<file path="config.mk">
export PLATFORM = sky130hd
export DESIGN_NAME = uart_tx_arbiter
export DESIGN_NICKNAME = d
export VERILOG_FILES = /design/src/rtl/uart_tx_arbiter.sv
export SDC_FILE = /design/constraint.sdc
export NUM_CORES = 1
export LEC_CHECK = 0
export BUFFER_PORTS_ARGS = -buffer_cell sky130_fd_sc_hd__buf_4
export CAP_MARGIN = 10
export CORE_UTILIZATION = 53
export CTS_CLUSTER_DIAMETER = 200
export DETAILED_ROUTE_END_ITERATION = 7
export PLACE_DENSITY_LB_ADDON = 0.12
export SYNTH_ARGS = -nofsm -noshare
export SYNTH_HDL_FRONTEND = slang
export SYNTH_SLANG_ARGS = --single-unit
</file>
<file path="constraint.sdc">
create_clock -name clk -period 2.3 [get_ports clk]
set_input_delay 0.23 -clock clk [delete_from_list [all_inputs] [get_ports clk]]
set_output_delay 0.23 -clock clk [all_outputs]
set_load 0.01 [all_outputs]
</file>
<file path="src/rtl/uart_tx_arbiter.sv">
// Two-source byte arbiter in front of a single uart_tx: grants one byte at a time,
// drives the TX_DV/TX_Byte handshake, waits for frame completion, then acks the owner.
module uart_tx_arbiter #(
    parameter int TIMEOUT_CLKS = 2048,
    parameter bit PRIO_FIXED   = 1'b0
) (
    input  logic       clk,
    input  logic       rst_n,
    input  logic       i_req0,
    input  logic [7:0] i_byte0,
    input  logic       i_lock0,
    output logic       o_ack0,
    input  logic       i_req1,
    input  logic [7:0] i_byte1,
    input  logic       i_lock1,
    output logic       o_ack1,
    output logic [7:0] o_tx_byte,
    output logic       o_tx_dv,
    input  logic       i_tx_active,
    input  logic       i_tx_done,
    output logic       o_owner,
    output logic       o_busy,
    output logic       o_timeout
);
    localparam int CW = $clog2(TIMEOUT_CLKS + 1);
    localparam logic [CW-1:0] TO_LAST = CW'(TIMEOUT_CLKS - 1);

    localparam logic [2:0] S_IDLE      = 3'd0;
    localparam logic [2:0] S_SEND      = 3'd1;
    localparam logic [2:0] S_WAIT_ACT  = 3'd2;
    localparam logic [2:0] S_WAIT_DONE = 3'd3;
    localparam logic [2:0] S_ACK       = 3'd4;

    logic [2:0]    r_state;
    logic [CW-1:0] r_cnt;
    logic          r_last_owner;
    logic          r_lock_hold;
    logic          r_owner;
    logic [7:0]    r_tx_byte;
    logic          r_tx_dv;
    logic          r_ack0;
    logic          r_ack1;
    logic          r_busy;
    logic          r_timeout;

    logic [1:0]    w_req;
    logic          w_win;

    assign w_req = {i_req1, i_req0};

    // A held lock beats priority; otherwise fixed priority or round-robin on last_owner.
    always_comb begin
        w_win = 1'b0;
        if (r_lock_hold && w_req[r_owner])
            w_win = r_owner;
        else if (PRIO_FIXED)
            w_win = !i_req0;
        else
            w_win = w_req[~r_last_owner] ? ~r_last_owner : r_last_owner;
    end

    always_ff @(posedge clk or negedge rst_n) begin
        if (!rst_n) begin
            r_state      <= S_IDLE;
            r_cnt        <= '0;
            r_last_owner <= 1'b1;
            r_lock_hold  <= 1'b0;
            r_owner      <= 1'b0;
            r_tx_byte    <= 8'h00;
            r_tx_dv      <= 1'b0;
            r_ack0       <= 1'b0;
            r_ack1       <= 1'b0;
            r_busy       <= 1'b0;
            r_timeout    <= 1'b0;
        end else begin
            r_tx_dv   <= 1'b0;
            r_ack0    <= 1'b0;
            r_ack1    <= 1'b0;
            r_timeout <= 1'b0;
            case (r_state)
                S_IDLE: begin
                    if (r_lock_hold && !w_req[r_owner])
                        r_lock_hold <= 1'b0;
                    // Never start a frame over one still in flight (uart_tx ignores rst_n).
                    if ((i_req0 || i_req1) && !i_tx_active) begin
                        r_tx_byte <= w_win ? i_byte1 : i_byte0;
                        r_owner   <= w_win;
                        r_tx_dv   <= 1'b1;
                        r_busy    <= 1'b1;
                        r_state   <= S_SEND;
                    end
                end
                S_SEND: begin
                    r_cnt   <= '0;
                    r_state <= S_WAIT_ACT;
                end
                S_WAIT_ACT, S_WAIT_DONE: begin
                    if (i_tx_done) begin
                        r_ack0  <= !r_owner;
                        r_ack1  <= r_owner;
                        r_state <= S_ACK;
                    end else if (r_state == S_WAIT_ACT && i_tx_active) begin
                        r_cnt   <= '0;
                        r_state <= S_WAIT_DONE;
                    end else if (r_cnt == TO_LAST) begin
                        r_timeout    <= 1'b1;
                        r_lock_hold  <= 1'b0;
                        r_last_owner <= r_owner;
                        r_busy       <= 1'b0;
                        r_state      <= S_IDLE;
                    end else begin
                        r_cnt <= r_cnt + 1'b1;
                    end
                end
                S_ACK: begin
                    r_last_owner <= r_owner;
                    r_lock_hold  <= r_owner ? i_lock1 : i_lock0;
                    r_busy       <= 1'b0;
                    r_state      <= S_IDLE;
                end
                default: begin
                    r_busy  <= 1'b0;
                    r_state <= S_IDLE;
                end
            endcase
        end
    end

    assign o_tx_byte = r_tx_byte;
    assign o_tx_dv   = r_tx_dv;
    assign o_ack0    = r_ack0;
    assign o_ack1    = r_ack1;
    assign o_owner   = r_owner;
    assign o_busy    = r_busy;
    assign o_timeout = r_timeout;
endmodule
</file>
# After elaboration in Yosys (flattened, before gate mapping)
# Index checks and enable logic that the tools add are counted.
# word_totals
wordCells,85
output_inout_bits,14
input_bits,24
ff_bits,31
# classes
bitwise,2
reduce_logical,19
magnitude_cmp,2
eq_ne,12
mux,38
addsub,1
# ops
operator,n
12-bit two-way mux,3
1-bit two-way mux,25
12-bit one-hot mux with 2 select lines,1
12-bit by 1-bit adder with 12-bit output (second input constant),1
12-bit by 11-bit equality test with 1-bit output (second input constant),1
3-bit two-way mux,4
2-bit != test (second input constant),5
5-bit AND reduction,2
3-bit one-hot mux with 3 select lines,1
8-bit two-way mux,1
3-bit by 2-bit equality test with 1-bit output (second input constant),2
1-bit one-hot mux with 3 select lines,2
1-bit logical AND,4
1-bit by 2-bit < comparator with 1-bit output (second input constant),2
4-bit != test (second input constant),1
2-bit AND reduction,2
4-bit AND reduction,1
2-bit nonzero test,2
3-bit by 1-bit equality test with 1-bit output (second input constant),1
3-bit equality test (second input constant),1
1-bit logical NOT,3
3-bit logical NOT,1
3-bit != test (second input constant),1
3-bit AND reduction,1
other kinds (5),6

# Logic depth before layout (Yosys ltp)
# logic_depth
word_depth,6
mapped_depth,6
depth_no_buf,5

# Least setup slack after synthesis
# No wires, ideal clock.
# synth_path
kind,flip-flop to flip-flop
from,register r_cnt[0]
to,register r_cnt[8]
required_time_ps,2168
path_buffers,1
path_stages_with_launch,7
t_arrival_ps,1501
setup_slack_ps,667
path_cell_list,dfrtp_1 -> ha_1 -> nand3_1 -> or3_1 -> clkbuf_1 -> nand2_1 -> o22ai_1
# synth_via
elab_chain_len,5
elab_cells_between_ends,8
# synth_lines
item,line_no,text
start: declaration,35,logic [CW-1:0] r_cnt;
start signal: assignment,112,r_cnt <= r_cnt + 1'b1;
12-bit by 1-bit adder with 12-bit output,112,
12-bit two-way mux,105,end else if (r_cnt == TO_LAST) begin
12-bit two-way mux,102,end else if (r_state == S_WAIT_ACT && i_tx_active) begin
12-bit two-way mux,98,if (i_tx_done) begin
12-bit one-hot mux with 2 select lines,80,case (r_state)
# Several ways; a longest one is shown, not always the timed one. The select of a mux whose other input is x is not followed.
# A chain may end at the register's enable or synchronous reset.

# Worst setup path in the final report
# layout_path
from,register r_cnt[0]
to,register r_last_owner
# layout_via
elab_chain_len,3
# layout_lines
item,line_no,text
12-bit by 11-bit equality test with 1-bit output,105,
2-bit != test (no source line),-,
4-bit AND reduction (no source line),-,
end signal: assignment,108,r_last_owner <= r_owner;
end signal: assignment,116,r_last_owner <= r_owner;
end: declaration,36,logic r_last_owner;
# Every way passes these cells.

==> out/results.tsv <==
stage	metric	value	unit
floorplan	# rows	20	
final_layout	final std cells w/o fill	250	
critical_path	CP Data Arrival Time	2.15	ns
timing	Period Utilization, post-route	81.72	%
floorplan	Die W	58.60	µm
power_and_ir_drop	Sw Ratio	38.72	%
drt	Avg Vias per Cell	5.640	
power_and_ir_drop	Cell Pwr Density	995.6	nW/µm²
timing	crit path time final	1.880	ns
critical_path	Crit. Startpoint	r_cnt[0]	
power_and_ir_drop	part of the power in combinational logic	44.2	%
final_layout	layout cells sized above 1	29.13	%
power_and_ir_drop	clock power share	14.5	%
drt	routed wire length	3.674	mm
critical_path	critical path class	reg -> reg	
cts	Root Buffer	clkbuf_4	
drt	DR iter-0 viols	45	
final_layout	highest-count cells in the layout ignoring fill and taps	buf_4 (40), dfrtp_1 (30), mux2i_1 (15)	
critical_path	critical path required time	2.57	ns
min_path	Hold Startpoint	i_tx_done	
critical_path	reg2reg start	r_cnt[0]	
synth	FF+latch count, synth	31	
grt	antenna violations before repair	0	
floorplan	initial core utilization	55.61	%
synth	Avg Cell Area, Syn	10.17	µm²
final_layout	NumNets Final	230	
floorplan	num ports	38	
critical_path	CP max stage delay	0.54	ns
min_path	Hold Crit Class	in -> reg	
critical_path	reg2reg path depth	5	
timing	skew final	0.01069	ns
timing	final hold viol count	0	
power_and_ir_drop	PnR Total Power	0.002048	W
drt	Routed Antenna Nets	0	
synth	Netlist cell types	49	
synth	cell area after synthesis	1698	µm²
power_and_ir_drop	P_int	0.001255	W
critical_path	Crit Path Max Fanout	5	
grt	grt total ovfl	0	
floorplan	overall die height	58.60	µm
critical_path	Worst path slowest cell	nor4_1	
synth	ys flop type	dfrtp_1	
synth	post-synth top area share	44.22	%
job	Max-Cap Viols	0	
timing	final setup violating endpoints	0	
critical_path	WP buf/inv	0	
critical_path	Critical Path Sink	r_last_owner	
critical_path	crit start category	flop	
cts	hold_buf cts	1	
synth	syn_nets	192	
placed_design	Inst Count DP	241	
cts	clock sink total	31	
critical_path	CP top delay family	simple AND/OR/NAND/NOR gates	
timing	slew at the pin closest to its max-slew limit	0.5083	ns
placed_design	GP Congestion	0.8216	
critical_path	Crit path depth	5	
timing	slew margin rel.	65.80	%
grt	GRT Total Usage	23.99	%
synth	top post-synthesis cells by area	dfrtp_1 (44%), mux2i_1 (8.8%), a221oi_1 (3.1%)	
timing	RSZ-0062 raised after global routing	false	
synth	register area share after synthesis	45.76	%
timing	Max Clock Freq	532.0	MHz
final_layout	commonest non-fill, non-tap cell in the layout	buf_4	
grt	number of global-route vias before repair	1321	
floorplan	Total Die Area	3434	µm²
cts	Clk Latency, worst-skew pair	0.34	ns
cts	Clk pin slew, worst setup/hold paths	0.09	ns
run_status	outcome	finished clean	
timing	Max Slew Vio Count	0	
timing	setup TNS	0	ns
synth	number of synthesized flops with an enable pin	0	
critical_path	CP Capture Type	flop	
cts	CTS buffer count	5	
critical_path	RR Endpoint	r_last_owner	
power_and_ir_drop	NetSw	0.0007930	W
grt	largest net degree at the start of global routing	32	
synth	Yosys top cell by area	dfrtp_1	
cts	cts repair resizes	0	
synth	Post-Syn Instances	167	
min_path	worst hold path depth	2	
drt	# DRC	0	
power_and_ir_drop	Reg power frac	41.3	%
synth	Post-synth ARST share	100.0	%
placed_design	DP Wirelength	2.643	mm
cts	CTS H-tree depth	2	
placed_design	Port Buffers	37	
power_and_ir_drop	Leak	0.8988	nW
power_and_ir_drop	Max VDD drop	590.7	µV
drt	routed vias	1410	
floorplan	core area	3053	µm²
final_layout	number of diodes	0	
cts	TritonCTS clock tree	done	
critical_path	R2R Setup Slk	0.42	ns
final_layout	area growth from synthesis to layout	21.15	%
grt	first-pass GRT wire length	6.009	mm
drt	WL/cell	14.70	µm
synth	yosys warns	0	
cts	clk buf depth	2	
critical_path	CP cell instances	ha_1 > nand3_1 > nor4_1 > o21ai_0 > mux2_2	
cts	setup repair bufs after CTS	0	
drt	First-pass DRT Iterations	4	
-- kinds of logic (layout without fill, tap and decap cells) --
group / Yosys count / count (layout) / synth area share (%)
and+or+nand+nor: 60 / 60 / 21.52
DFF: 31 / 31 / 45.76
AOI/OAI and AO/OA: 40 / 40 / 17.17
muxes: 16 / 16 / 9.506
adders and majority gates: 1 / 1 / 0.7368
buffers and inverters: 19 / 58 / 5.306
-- worst min path at each step --
stage / end
after CTS: o_timeout
after global routing: o_timeout
after floorplan: o_ack0
after detailed placement: o_ack1
after global placement: o_ack1
final: o_timeout
-- sequential cells by signal, indices dropped and copies added, names as in the netlist --
| signal | cells |
|---|---|
| o_ack1 | 1 |
| o_timeout | 1 |
| o_tx_byte | 8 |
| r_last_owner | 1 |
| o_tx_dv | 1 |
| o_busy | 1 |
| o_ack0 | 1 |
| r_cnt | 12 |
| r_lock_hold | 1 |
| o_owner | 1 |
| r_state | 3 |
-- Yosys cell counts, types with 3 or more instances --
cell	instances
nand3_1	9
and3_1	3
o22ai_1	7
a221oi_1	6
a21oi_1	8
nand2_1	8
inv_1	9
nand2b_1	6
o21ai_0	3
buf_2	6
dfrtp_1	30
nor2_1	11
a31oi_1	3
mux2i_1	15
nor3_1	3
-- power groups by stage --
stage | Combinational, W | Sequential (W) | Clock, W
floorplan | 0.000619 | 0.000858 | 0
global placement | 0.000878 | 0.000850 | 0
detailed placement | 0.000913 | 0.000856 | 0
CTS | 0.000915 | 0.000845 | 0.000309
global route | 0.00101 | 0.000871 | 0.000335
finish | 0.000905 | 0.000846 | 0.000297
-- layer usage --
layer | vias up | global-route usage [%] | wire [µm]
li1 | 702 | - | -
met1 | 665 | 29.05 | 1596
met2 | 35 | 40.23 | 1822
met3 | 8 | 5.495 | 172
met4 | 0 | 12.24 | 82
met5 | - | 0 | 0
-- area by class of cell --
type | count | area (µm²)
inverter | 9 | 33.78
tap | 44 | 55.05
fill | 268 | 996.0
clock buffer | 7 | 45.04
timing repair buffer | 41 | 310.3
clock inverter | 1 | 5.005
sequential | 31 | 777.0
multi-input combinational | 117 | 830.8
-- stage by stage --
step	hold WS (ns)	setup slack, ns	area, µm²	util, %
after detailed placement	0.1840	0.4596	1997	65.41
after CTS	0.1245	0.4323	2057	67.38
after global placement	0.1789	0.5269	1997	65.41
final	0.1396	0.4203	2057	67.38
after floorplan	-0.06559	0.6672	1698	-
after global routing	0.1315	0.2600	2057	67.38
Note: power is estimated with default switching activity, not from simulation.
